--- config.mk ---
export PLATFORM = sky130hd
export DESIGN_NAME = mouse_quad
export DESIGN_NICKNAME = d
export VERILOG_FILES = /design/src/rtl/mac_mouse_pkg.sv /design/src/rtl/mouse_quad_axis.sv /design/src/rtl/mouse_quad.sv
export SDC_FILE = /design/constraint.sdc
export NUM_CORES = 1
export LEC_CHECK = 0
export ABC_AREA = 1
export BUFFER_PORTS_ARGS = -buffer_cell sky130_fd_sc_hd__buf_2
export CELL_PAD_IN_SITES_DETAIL_PLACEMENT = 0
export CELL_PAD_IN_SITES_GLOBAL_PLACEMENT = 2
export CORE_ASPECT_RATIO = 0.75
export CORE_MARGIN = 1.5
export CORE_UTILIZATION = 30
export CTS_CLUSTER_SIZE = 8
export DETAILED_ROUTE_END_ITERATION = 10
export PLACE_DENSITY_LB_ADDON = 0.1
export SYNTH_ARGS = -nofsm -noshare
export SYNTH_HDL_FRONTEND = slang
export SYNTH_HIERARCHICAL = 1
export SYNTH_SLANG_ARGS = --single-unit
--- constraint.sdc ---
create_clock -name clk_sys -period 5.2 [get_ports clk_sys]
set_clock_uncertainty 0.05 [all_clocks]
set_input_delay 0.52 -clock clk_sys [delete_from_list [all_inputs] [get_ports clk_sys]]
set_output_delay 0.52 -clock clk_sys [all_outputs]
set_load 0.02 [all_outputs]
--- src/rtl/mac_mouse_pkg.sv ---
// rtl/mac_mouse_pkg.sv - shared constants and types for the PS/2-to-quadrature mouse bridge
package mac_mouse_pkg;

  // Bit positions on the macplus MOUSE bus
  localparam int X1  = 0;
  localparam int X2  = 1;
  localparam int Y1  = 2;
  localparam int Y2  = 3;
  localparam int BTN = 4;

  // Quadrature pattern per phase, packed as {Q2,Q1} in 2-bit slots, phase 0 in the low slot.
  // Phase 0..3 gives (Q1,Q2) = 00, 01, 11, 10.
  localparam logic [7:0] GRAY_LUT = 8'b01_11_10_00;

  // Packet assembler byte position
  typedef enum logic [1:0] {
    B0 = 2'd0,
    B1 = 2'd1,
    B2 = 2'd2
  } asm_state_t;

endpackage

--- src/rtl/mouse_quad_axis.sv ---
// rtl/mouse_quad_axis.sv - one motion axis: saturating accumulator, phase counter, quadrature encode
module mouse_quad_axis
  import mac_mouse_pkg::*;
#(
  parameter int ACC_W = 10
) (
  input  logic              clk_sys,
  input  logic              RESET,
  input  logic              tick,
  input  logic              apply,
  input  logic signed [8:0] delta,
  output logic [1:0]        q
);

  localparam logic signed [ACC_W:0] SUM_MAX = (ACC_W+1)'((1 << (ACC_W-1)) - 1);
  localparam logic signed [ACC_W:0] SUM_MIN = -SUM_MAX;

  logic signed [ACC_W-1:0] acc_q, acc_d;
  logic [1:0]              phase_q, phase_d;
  logic signed [ACC_W:0]   acc_ext, dlt_ext, stp_ext, sum;
  logic                    step_up, step_dn;

  // Step direction comes from the pre-update accumulator; new motion and the step land together
  always_comb begin
    step_up = tick && !acc_q[ACC_W-1] && (acc_q != '0);
    step_dn = tick && acc_q[ACC_W-1];
    acc_ext = {acc_q[ACC_W-1], acc_q};
    dlt_ext = apply ? {{(ACC_W-8){delta[8]}}, delta} : '0;
    stp_ext = step_up ? (ACC_W+1)'(1) : (step_dn ? {(ACC_W+1){1'b1}} : '0);
    sum     = acc_ext + dlt_ext - stp_ext;
    if (sum > SUM_MAX) begin
      acc_d = SUM_MAX[ACC_W-1:0];
    end else if (sum < SUM_MIN) begin
      acc_d = SUM_MIN[ACC_W-1:0];
    end else begin
      acc_d = sum[ACC_W-1:0];
    end
    phase_d = phase_q;
    if (step_up) begin
      phase_d = phase_q + 2'd1;
    end else if (step_dn) begin
      phase_d = phase_q - 2'd1;
    end
  end

  // Accumulator and phase registers
  always_ff @(posedge clk_sys) begin
    if (RESET) begin
      acc_q   <= '0;
      phase_q <= 2'd0;
    end else begin
      acc_q   <= acc_d;
      phase_q <= phase_d;
    end
  end

  // Gray encode of the current phase, {Q2,Q1}
  always_comb begin
    q = GRAY_LUT[{phase_q, 1'b0} +: 2];
  end

endmodule

--- src/rtl/mouse_quad.sv ---
// rtl/mouse_quad.sv - PS/2 mouse packet assembler driving the macplus quadrature/button bus
module mouse_quad
  import mac_mouse_pkg::*;
#(
  parameter int STEP_DIV = 2000,
  parameter int ACC_W    = 10,
  parameter int TIMEOUT  = 1000000
) (
  input  logic       clk_sys,
  input  logic       RESET,
  input  logic [7:0] byte_in,
  input  logic       byte_strobe,
  output logic [5:0] mouse,
  output logic       pkt_err,
  output logic       pkt_done
);

  localparam int PRE_W = $clog2(STEP_DIV);
  localparam int TMO_W = $clog2(TIMEOUT + 1);
  localparam logic [PRE_W-1:0] PRE_MAX = PRE_W'(STEP_DIV - 1);
  localparam logic [TMO_W-1:0] TMO_MAX = TMO_W'(TIMEOUT);

  asm_state_t        state_q, state_d;
  logic [7:0]        hdr_q, hdr_d;
  logic [7:0]        dx_lo_q, dx_lo_d;
  logic [TMO_W-1:0]  tmo_q, tmo_d;
  logic [PRE_W-1:0]  pre_q, pre_d;
  logic              btn_n_q, btn_n_d;
  logic              err_q, err_d;
  logic              done_q, done_d;
  logic              apply, tick;
  logic signed [8:0] dx, dy, dy_mac;
  logic [1:0]        qx, qy;
  logic              unused_hdr;

  assign unused_hdr = ^hdr_q[3:1];

  // Packet assembly, inter-byte timeout and button capture
  always_comb begin
    state_d = state_q;
    hdr_d   = hdr_q;
    dx_lo_d = dx_lo_q;
    tmo_d   = tmo_q;
    btn_n_d = btn_n_q;
    err_d   = 1'b0;
    done_d  = 1'b0;
    apply   = 1'b0;
    case (state_q)
      B1, B2: begin
        if (tmo_q == TMO_MAX) begin
          state_d = B0;
          err_d   = 1'b1;
          tmo_d   = '0;
        end else if (byte_strobe) begin
          tmo_d = '0;
          if (state_q == B1) begin
            dx_lo_d = byte_in;
            state_d = B2;
          end else begin
            apply   = 1'b1;
            done_d  = 1'b1;
            btn_n_d = ~hdr_q[0];
            state_d = B0;
          end
        end else begin
          tmo_d = tmo_q + 1'b1;
        end
      end
      default: begin
        tmo_d = '0;
        if (byte_strobe) begin
          if (byte_in[3]) begin
            hdr_d   = byte_in;
            state_d = B1;
          end else begin
            err_d = 1'b1;
          end
        end
      end
    endcase
  end

  // Free-running step prescaler
  always_comb begin
    tick  = (pre_q == PRE_MAX);
    pre_d = tick ? '0 : pre_q + 1'b1;
  end

  // Motion decode; Mac Y grows downward so the Y axis takes -dy (dy=-256 clips to +255)
  always_comb begin
    dx     = hdr_q[6] ? 9'sd0 : $signed({hdr_q[4], dx_lo_q});
    dy     = hdr_q[7] ? 9'sd0 : $signed({hdr_q[5], byte_in});
    dy_mac = (dy == -9'sd256) ? 9'sd255 : -dy;
  end

  // Assembler, prescaler and output pulse registers
  always_ff @(posedge clk_sys) begin
    if (RESET) begin
      state_q <= B0;
      hdr_q   <= 8'h00;
      dx_lo_q <= 8'h00;
      tmo_q   <= '0;
      pre_q   <= '0;
      btn_n_q <= 1'b1;
      err_q   <= 1'b0;
      done_q  <= 1'b0;
    end else begin
      state_q <= state_d;
      hdr_q   <= hdr_d;
      dx_lo_q <= dx_lo_d;
      tmo_q   <= tmo_d;
      pre_q   <= pre_d;
      btn_n_q <= btn_n_d;
      err_q   <= err_d;
      done_q  <= done_d;
    end
  end

  mouse_quad_axis #(.ACC_W(ACC_W)) u_x (
    .clk_sys (clk_sys),
    .RESET   (RESET),
    .tick    (tick),
    .apply   (apply),
    .delta   (dx),
    .q       (qx)
  );

  mouse_quad_axis #(.ACC_W(ACC_W)) u_y (
    .clk_sys (clk_sys),
    .RESET   (RESET),
    .tick    (tick),
    .apply   (apply),
    .delta   (dy_mac),
    .q       (qy)
  );

  // Output bus assembly
  always_comb begin
    mouse      = 6'b000000;
    mouse[X1]  = qx[0];
    mouse[X2]  = qx[1];
    mouse[Y1]  = qy[0];
    mouse[Y2]  = qy[1];
    mouse[BTN] = btn_n_q;
    pkt_err    = err_q;
    pkt_done   = done_q;
  end

endmodule
==> summary.txt <==
CTS
  • Post-CTS sizing: 0
  • H-tree depth: 3
  • CTS clk-pin slew, worst paths: 60 ps
  • Worst-Skew Late Latency: roughly 340 ps
  • CTS tree: yes
  • Post-CTS setup buffers: 0
  • Clock Sinks: 73
  • Root Buffer: clkbuf_16
  • Clk buf depth: 2
  • TritonCTS buffer count: 9
  • CTS Hold Bufs: 0

Yosys
  • Synth area leaders: dfxtp_1 27%, nand2_1 12%, inv_1 10%
  • Share of the yosys chip area belonging to registers: 0.2667
  • Share of the synthesized area in the top cell type: 0.2667
  • Fraction of the mapped netlist area in adder cells: 0.1366
  • Syn Nets: slightly below 900
  • Post-Synth XOR/XNOR Area: 0.02238
  • Syn Std Cell Area: approximately 5500 um2
  • Largest family of logic cells by synthesized area: simple AND/OR/NAND/NOR gates
  • Multiplexer share of the synthesized area: 0
  • Mean post-synth cell area: 6.764 um2
  • Leading area contributor after synthesis: dfxtp_1
  • Post-synth EDFFs: 0
  • Simple-gate portion of the synthesized area: 0.3752
  • Mapped Cells: between 800 and 900
  • Syn. warnings: 6
  • Synthesis-stage register bit count: between 70 and 80
  • Post-synthesis compound-gate area fraction: 0.06782
  • Yosys cell types: 46
  • Primary FF master, synth: dfxtp_1
  • Synth async-reset ratio: 0

Finish
  • Multi-input logic area: around 3300 um2
  • Area grow syn2layout: 11.92%
  • Post-layout util: 0.3452
  • FF/Latch Area: ~1500 um2
  • Share of cells above drive strength 1: 0.1396
  • Layout Nets: 886
  • ANT cells: 0
  • Fillers: ~2000

Timing
  • Minimum clock period after layout: around 4000 ps
  • Final hold violation count: 0
  • RSZ-0062 raised after global routing: no
  • Final setup violating endpoints: 0
  • Slew Limit Fails: 0
  • Post-Route Setup TNS: 0 ps
  • Tightest Pin Transition: 549.8 ps
  • Tcrit/Tclk final: 0.7811
  • Max_slew headroom: 0.6331
  • Highest clock rate: about 250 MHz

Worst hold path
  • Hold Path Class: reg -> reg
  • Worst hold endpoint: pre_q[9]
  • Hold depth: 2
  • Hold path start: pre_q[9]

Floorplanning
  • Core ar.: between 15000 and 20000 um2
  • Number of primary I/O pins: 19
  • Die X: roughly 160 um
  • Die area: around 19000 um2
  • Die height: 120.0 um
  • Starting Density: 0.3085
  • Site Rows: 42

Drt
  • Vias per cell: 4.407
  • Final WL: roughly 14 mm
  • Initial DRC Count: between 200 and 300
  • TritonRoute pass-1 iters: 5
  • DRC: 0
  • DR WL/cell: about 13 um
  • Routed vias: 4729
  • Routed Antenna Nets: 0

Critical path
  • Worst path most repeated cell: inv_1
  • Worst path cell trace: ha_1 -> nand2_1 -> inv_1 -> nand2_1 -> nor2_1 -> nand3_1 -> inv_1 -> nand2_1 -> inv_1 -> nor2_1 -> inv_1 -> ha_1 -> inv_1 -> ha_1 -> fa_1 -> or2_2 -> nor2_1 -> nand3_1 -> nor2_1 -> nand4_1 -> nand2_2 -> nand2_4 -> nand2_8 -> nor2_2
  • CP Capture Type: flip-flop
  • CP max-delay cell: fa_1
  • Buf+Inv Stages, Crit Path: 5
  • Reg2reg start: pre_q[0]
  • Worst r2r path cells: 24
  • CP arrival: around 4200 ps
  • Crit Path Category: reg -> reg
  • Crit start category: flip-flop
  • WP data required: ~5400 ps
  • Worst stage delay on the critical path: between 400 and 500 ps
  • Crit path max-delay family: simple AND/OR/NAND/NOR gates
  • Critical R2R Capture: u_x/acc_q[2]
  • R2r setup slk: roughly 1100 ps
  • Crit Path Max Fanout: 9

Global route
  • Vias in the first global route: about 4400
  • All-layer global routing usage: 0.1492
  • Initial antenna violation count: 0
  • Global route total overflow: 0
  • First-pass GRT wire length: ~22 mm
  • Largest net degree at the start of global routing: 20

Pwr
  • Power per Cell Area: between 500 and 600 nW/um2
  • Peak supply drop: around 250 uV
  • Leakage power: approximately 2.9 nW

Place
  • GP Congestion: slightly below 0.8
  • Input/output buffers: 17
  • DP Wirelength: roughly 11 mm

Run
  • Max-cap viol count: 0

Outcome
  • Status: completed
[worst max-delay path by stage]
stage / start / endpoint / slack (ps) / cells past startpoint
floorplan: tmo_q[0] / u_x/acc_q[1] / 1690 / 21
global placement: pre_q[0] / u_x/acc_q[4] / 1230 / 24
detailed placement: pre_q[0] / u_x/acc_q[2] / 1100 / 24
CTS: pre_q[0] / u_x/acc_q[2] / 1070 / 24
global route: pre_q[0] / u_x/acc_q[1] / 660 / 24
finish: pre_q[0] / u_x/acc_q[2] / 1140 / 24
[synthesized netlist by cell type, types with 2 or more instances]
library cell / count
dfxtp_1: 73
and3_1: 2
nor2_1: 105
or2_0: 2
xor2_1: 13
nor4_1: 3
buf_6: 2
or2_2: 2
nand3_2: 2
nand4_1: 14
inv_2: 10
nor2_2: 11
nor2_4: 2
nand3_1: 41
nor3_1: 12
nand3b_1: 9
clkbuf_1: 4
a21oi_1: 30
nand2_2: 29
inv_1: 153
ha_1: 31
o21ai_0: 19
nand2_1: 180
nand3_4: 2
nand4_2: 3
a21oi_2: 8
buf_4: 4
nand2_4: 7
fa_1: 18
a31oi_1: 3
[tightest hold or removal path, cell delays in order, from the launching register on]
cell and delay [ps]:
dfxtp_1 310, inv_1 40, a21oi_1 50
[per-layer routing]
metal,wire [um],track usage,vias to the layer above
li1,-,-,2517
met1,8034,0.2381,2149
met2,5046,0.1938,56
met3,377,0.03353,7
met4,112,0.03715,0
met5,0,0,-
[state kept, by name, indices dropped and copies added, names as in the netlist, 2 cells and up]
| signal | cells |
|---|---|
| tmo_q | 20 |
| pre_q | 11 |
| u_x/acc_q | 10 |
| u_y/acc_q | 10 |
| dx_lo_q | 8 |
| hdr_q | 5 |
| state_q | 2 |
| u_x/phase_q | 2 |
| u_y/phase_q | 2 |
[cell type report]
class | instances | share of cell area
clock buffer | 10 | 0.03734
inverter | 165 | 0.1018
multi-input combinational | 559 | 0.5393
clock inverter | 6 | 0.01877
timing repair buffer | 18 | 0.01510
sequential | 73 | 0.2383
tap | 242 | 0.04938
[cells by family after synthesis]
kind of cell / after synthesis
and+or+nand+nor: 431
buffers and inverters: 178
DFF: 73
AOI/OAI and AO/OA: 64
adders and majority gates: 49
xor gates and xnor gates: 14
other: 1
[layout by cell type (no fill, tap or decap), types with 3 or more instances in the layout]
cell type  Yosys  routed
nand4_2        3       3
a31oi_1        3       3
a21oi_1       30      30
xor2_1        13      13
nor2_2        11      11
bufinv_16      0       3
o21ai_0       19      19
nand3b_1       9       9
nor4_1         3       3
buf_2          0      17
nand2_2       29      29
nand2_1      180     180
inv_2         10      10
nand3_1       41      41
nor2_1       105     105
nor3_1        12      11
fa_1          18      18
dfxtp_1       73      73
nand4_1       14      14
inv_1        153     153
nand2_4        7       7
ha_1          31      31
a21oi_2        8       8
clkbuf_16      0       9
[power breakdown]
part	switching, W	internal (W)	leakage (nW)
registers	0.0000283	0.000636	0.596
clock network	0.000254	0.000471	0.163
logic	0.00122	0.000643	2.18
[per-stage QoR]
stage,setup slack [ps],area (um2),instances,power [W],hold slack [ps]
2_1_floorplan,1692,5479,810,0.002166,367.6
3_3_place_gp,1234,5788,1057,0.002556,379.0
3_5_place_dp,1096,5788,1057,0.002543,386.4
4_1_cts,1068,6132,1073,0.003293,398.7
5_1_grt,661.1,6132,1073,0.003566,410.9
6_report,1138,6132,1073,0.003255,396.3
No activity file was read; power rests on OpenSTA's default activity.
